`src/rtl/div_pkg.sv`:
```
// Shared definitions for the repeated-subtraction divider: default operand
// width and the controller state encoding.
package div_pkg;

  localparam int DIV_WIDTH = 16;

  typedef enum logic [2:0] {
    IDLE = 3'd0,
    LDA  = 3'd1,
    LDB  = 3'd2,
    RUN  = 3'd3,
    DONE = 3'd4
  } div_state_e;

endpackage

```
`src/rtl/div_datapath.sv`:
```
// Datapath of the repeated-subtraction divider: working dividend A, divisor B,
// quotient Q and the divide-by-zero flag, with the subtractor, the unsigned
// A>=B comparator and the B==0 detector whose flags steer the controller.
module div_datapath
  import div_pkg::*;
#(
  parameter int WIDTH = DIV_WIDTH
) (
  input  logic             clk,
  input  logic             rst_n,
  input  logic [WIDTH-1:0] data_in,
  input  logic             load_a,
  input  logic             load_b,
  input  logic             sub_en,
  input  logic             set_dz,
  output logic [WIDTH-1:0] a_val,
  output logic [WIDTH-1:0] q_val,
  output logic             div_zero,
  output logic             a_ge_b,
  output logic             b_eqz
);

  logic [WIDTH-1:0] a_r;
  logic [WIDTH-1:0] b_r;
  logic [WIDTH-1:0] q_r;
  logic             dz_r;
  logic [WIDTH-1:0] diff_s;
  logic [WIDTH-1:0] q_inc_s;

  assign diff_s  = a_r - b_r;
  assign q_inc_s = q_r + WIDTH'(1);

  // Operand, quotient and divide-by-zero registers; one control acts per cycle.
  always_ff @(posedge clk) begin
    if (!rst_n) begin
      a_r  <= {WIDTH{1'b0}};
      b_r  <= {WIDTH{1'b0}};
      q_r  <= {WIDTH{1'b0}};
      dz_r <= 1'b0;
    end else if (load_a) begin
      a_r <= data_in;
    end else if (load_b) begin
      b_r  <= data_in;
      q_r  <= {WIDTH{1'b0}};
      dz_r <= 1'b0;
    end else if (sub_en) begin
      a_r <= diff_s;
      q_r <= q_inc_s;
    end else if (set_dz) begin
      dz_r <= 1'b1;
    end else begin
      a_r  <= a_r;
      b_r  <= b_r;
      q_r  <= q_r;
      dz_r <= dz_r;
    end
  end

  assign a_ge_b   = (a_r >= b_r);
  assign b_eqz    = (b_r == {WIDTH{1'b0}});
  assign a_val    = a_r;
  assign q_val    = q_r;
  assign div_zero = dz_r;

endmodule

```
`src/rtl/div_repsub.sv`:
```
// Repeated-subtraction unsigned divider. Dividend and divisor arrive on one
// shared bus on consecutive cycles after start; the controller subtracts B
// from A once per cycle until A<B, or stops at once when B is zero.
module div_repsub
  import div_pkg::*;
#(
  parameter int WIDTH = DIV_WIDTH
) (
  input  logic             clk,
  input  logic             rst_n,
  input  logic             start,
  input  logic [WIDTH-1:0] data_in,
  output logic [WIDTH-1:0] quotient,
  output logic [WIDTH-1:0] remainder,
  output logic             done,
  output logic             busy,
  output logic             div_zero
);

  div_state_e state_r;
  div_state_e state_next_s;
  logic       load_a_s;
  logic       load_b_s;
  logic       sub_en_s;
  logic       set_dz_s;
  logic       a_ge_b_s;
  logic       b_eqz_s;
  logic       done_r;
  logic       busy_r;

  div_datapath #(
    .WIDTH(WIDTH)
  ) u_datapath (
    .clk     (clk),
    .rst_n   (rst_n),
    .data_in (data_in),
    .load_a  (load_a_s),
    .load_b  (load_b_s),
    .sub_en  (sub_en_s),
    .set_dz  (set_dz_s),
    .a_val   (remainder),
    .q_val   (quotient),
    .div_zero(div_zero),
    .a_ge_b  (a_ge_b_s),
    .b_eqz   (b_eqz_s)
  );

  // State register plus done/busy flops, which are loaded from the next state
  // so they line up exactly with the state they describe.
  always_ff @(posedge clk) begin
    if (!rst_n) begin
      state_r <= IDLE;
      done_r  <= 1'b0;
      busy_r  <= 1'b0;
    end else begin
      state_r <= state_next_s;
      done_r  <= (state_next_s == DONE);
      busy_r  <= (state_next_s == LDA) || (state_next_s == LDB) ||
                 (state_next_s == RUN);
    end
  end

  // Next-state and datapath control decode; decisions use only a_ge_b/b_eqz.
  always_comb begin
    state_next_s = state_r;
    load_a_s     = 1'b0;
    load_b_s     = 1'b0;
    sub_en_s     = 1'b0;
    set_dz_s     = 1'b0;
    case (state_r)
      IDLE: begin
        if (start) begin
          state_next_s = LDA;
        end else begin
          state_next_s = IDLE;
        end
      end
      LDA: begin
        load_a_s     = 1'b1;
        state_next_s = LDB;
      end
      LDB: begin
        load_b_s     = 1'b1;
        state_next_s = RUN;
      end
      RUN: begin
        if (b_eqz_s) begin
          set_dz_s     = 1'b1;
          state_next_s = DONE;
        end else if (a_ge_b_s) begin
          sub_en_s     = 1'b1;
          state_next_s = RUN;
        end else begin
          state_next_s = DONE;
        end
      end
      DONE: begin
        if (start) begin
          state_next_s = DONE;
        end else begin
          state_next_s = IDLE;
        end
      end
      default: begin
        state_next_s = IDLE;
      end
    endcase
  end

  assign done = done_r;
  assign busy = busy_r;

endmodule
```
`config.mk`:
```
export PLATFORM = sky130hd
export DESIGN_NAME = div_repsub
export DESIGN_NICKNAME = d
export VERILOG_FILES = /design/src/rtl/div_pkg.sv /design/src/rtl/div_datapath.sv /design/src/rtl/div_repsub.sv
export SDC_FILE = /design/constraint.sdc
export NUM_CORES = 1
export LEC_CHECK = 0
export CAP_MARGIN = 20
export CORE_MARGIN = 2
export CORE_UTILIZATION = 52
export CTS_BUF_LIST = sky130_fd_sc_hd__clkbuf_4
export DETAILED_ROUTE_END_ITERATION = 8
export HOLD_SLACK_MARGIN = 0.15
export PLACE_DENSITY = 0.79
export SYNTH_ARGS = -nofsm -noshare
export SYNTH_HDL_FRONTEND = slang
export SYNTH_SLANG_ARGS = --single-unit
export TNS_END_PERCENT = 1
```
`constraint.sdc`:
```
create_clock -name clk -period 3.75 [get_ports clk]
set_clock_uncertainty 0.1 [all_clocks]
set_input_delay 0.375 -clock clk [delete_from_list [all_inputs] [get_ports clk]]
set_output_delay 0.375 -clock clk [all_outputs]
set_load 0.01 [all_outputs]
```
==> reports/qor.txt <==
largest net degree at the start of global routing - 27
Die Span Y - 80.7 µm
HP Class - reg -> reg
unrepaired setup endpoints after global routing - no
syn avg cell area - 8.11 µm²
Max Slew Vio Count - 0
final layout net count - 465
post-route ant nets - 0
total grt overflow - 0
die width - 80.7 µm
worst skew pair latency - 0.38 ns
met3 Use GR - 5.62%
Synth Warn # - 0
CP Capture Type - flip-flop
status - finished, final reports clean
library cells used by synthesis - 55
Iteration-0 DRC Markers - 229
WS Path Type - reg -> reg
P&R area growth vs syn - 21.0%
Hold Buf Count CTS - 0
CP required - 3.95 ns
CTS H-tree lvls - 2
ant diodes - 0
Post-CTS Setup Bufs - 0
critical path launch point - u_datapath.a_val[0]$_SDFFE_PN0P_
GR peak layer - met2
first-pass GRT wire length - 12800 µm
DP HPWL - 5810 µm
Worst IR Drop VDD - 0.000284 V
Setup WS pre-CTS - 0.690 ns
Achievable Freq - 321 MHz
Yosys reg bits - 54
R2R Path Start - u_datapath.a_val[0]$_SDFFE_PN0P_
CTS Buffer Depth - 2
maxcap violations - 0
Post-CTS Resized - 0
register area share after synthesis - 35.4%
Worst Path Arrival - 3.31 ns
core area - 5610 µm²
CTS clk-pin slew, worst paths - 0.14 ns
drt via density - 5.77
Worst R2R End - u_datapath.a_val[3]$_SDFFE_PN0P_
starting density of the core - 54.5%
clk sinks - 54
Setup Viol. Count Final - 0
ys async rst share - 0%
Slew Limit Headroom - 38.5%
Leakage - 1.34 nW
die area - 6510 µm²
WL per Instance - 15.2 µm
fin util - 66.0%
vias post-DR - 2891
GPL Wtd Cong - 0.947
initial antenna violation count - 0
CTS tree - done
vias in the first global route - 2728
CP max stage cell - o21a_1
# IOs - 54
Post-synth EDFFs - 0
Routed WL - 7600 µm
port buffer count - 53
Worst Tran Pin Value - 0.916 ns
share of cells above drive strength 1 - 5.36%
syn_nets - 414
met2 Use GR - 39.0%
met1 Use GR - 33.8%
Final WS setup - 0.637 ns
Root Driver - clkbuf_4
Post-Synthesis Cells - 377
fin crit period - 3.11 ns
final worst path period share - 83.0%
PD cells - 543 nW/µm²
Reg2Reg Depth - 10
All-Layer GR Usage - 25.2%
Site Rows - 27
Post-synth top flop - dfxtp_1
# DRC - 0
Synth Cell Area - 3060 µm²
setup TNS - 0 ns
Slowest Stage Delay on Critical Path - 0.51 ns
worst path cell trace - inv_1 -> ha_1 -> fa_1 -> nand2b_1 -> a21oi_1 -> o211a_1 -> o31a_1 -> o21a_1 -> nor2_1 -> a311oi_2
worst reg-to-reg setup slack - 0.64 ns
CP Max Fanout - 13
CTS buffer count - 5
startpoint types - flip-flop
drt first pass iters - 5
worst setup path end - u_datapath.a_val[3]$_SDFFE_PN0P_
count of final hold-check violations - 0
cells by family after synthesis:
logic type,Yosys count,synth area share (%)
fa+ha+maj,18,7.61
buf+inv,40,5.36
flops,54,35.4
xor+xnor,26,7.45
simple gates,143,21.1
compound gates,94,22.5
mux,2,0.655
critical path: cells and delay by family, from the launching register on:
kind            cells  cell delay (ns)
compound gates      5             1.61
flops               1             0.38
simple gates        2             0.26
fa+ha+maj           2             0.61
buf+inv             1             0.05
synthesized netlist by cell type, drive strengths merged, types with 7 or more instances:
cell | count | share of area [%]
nand3 | 9 | 1.5
dfxtp | 54 | 35
inv | 27 | 3.3
a21oi | 40 | 6.8
nand2 | 58 | 7.1
o21ai | 7 | 1.3
xnor2 | 20 | 5.7
nor2 | 39 | 4.8
ha | 17 | 7.0
nand4 | 8 | 1.6
clkbuf | 8 | 0.98
registers in the layout, summed over array words and instances (netlist names):
name and count:
busy 1, u_datapath.b_r 16, u_datapath.q_val 16, u_datapath.div_zero 1, state_r 3, u_datapath.a_val 16, done 1
worst min-delay path by stage:
stage | from | end | slack [ns] | cells past startpoint
after floorplan | u_datapath.b_r[11]$_SDFFE_PN0P_ | u_datapath.b_r[11]$_SDFFE_PN0P_ | 0.35 | 2
after detailed placement | u_datapath.b_r[6]$_SDFFE_PN0P_ | u_datapath.b_r[6]$_SDFFE_PN0P_ | 0.36 | 2
final | u_datapath.b_r[6]$_SDFFE_PN0P_ | u_datapath.b_r[6]$_SDFFE_PN0P_ | 0.38 | 2
after CTS | u_datapath.b_r[6]$_SDFFE_PN0P_ | u_datapath.b_r[6]$_SDFFE_PN0P_ | 0.38 | 2
after global placement | u_datapath.div_zero$_SDFFE_PN0P_ | u_datapath.div_zero$_SDFFE_PN0P_ | 0.36 | 2
after global routing | u_datapath.b_r[6]$_SDFFE_PN0P_ | u_datapath.b_r[6]$_SDFFE_PN0P_ | 0.40 | 2
metal layers:
metal	up-vias	routed length [µm]
li1	1440	-
met1	1353	3470
met2	82	3500
met3	16	436
met4	0	199
met5	-	0
metrics by stage:
step                      total power [mW]  area [µm²]  hold WS, ns  std cells
after floorplan                       1.48        3060        0.349        377
after global placement                1.73        3640        0.360        493
after detailed placement              1.75        3640        0.363        493
after CTS                             2.02        3700        0.382        501
after global routing                  2.16        3700        0.405        501
final                                 2.01        3700        0.379        501
cell usage in the layout, fill, tap and decap left out, types with 3 or more instances in the layout:
master	count
o221ai_1	6
and2_1	3
nand3_1	9
ha_1	17
nor4_1	4
xnor2_1	20
buf_4	3
inv_1	26
nor3_1	6
a21oi_1	38
a2111oi_2	5
clkbuf_4	5
xor2_1	6
nand2_1	58
nand4_1	8
a21o_1	5
and4_1	4
dfxtp_1	54
a22o_1	4
and3_1	5
nor2_1	39
a31oi_1	3
o21ai_1	3
o21ai_0	3
clkdlybuf4s50_1	53
final cells by class:
cell class	count	area (µm²)
fill	506	1910
multi-input combinational	283	1810
sequential	54	1080
timing repair buffer	56	553
inverter	28	105
tap	72	90.1
clock buffer	5	37.5
clock inverter	3	21.3
where the power goes:
| part | total [mW] | switching (mW) | internal (mW) |
|---|---|---|---|
| combinational | 1.06 | 0.605 | 0.456 |
| sequential | 0.689 | 0.0562 | 0.633 |
| clock | 0.259 | 0.185 | 0.0738 |
| total | 2.01 | 0.846 | 1.16 |
Note: power is estimated with default switching activity, not from simulation.
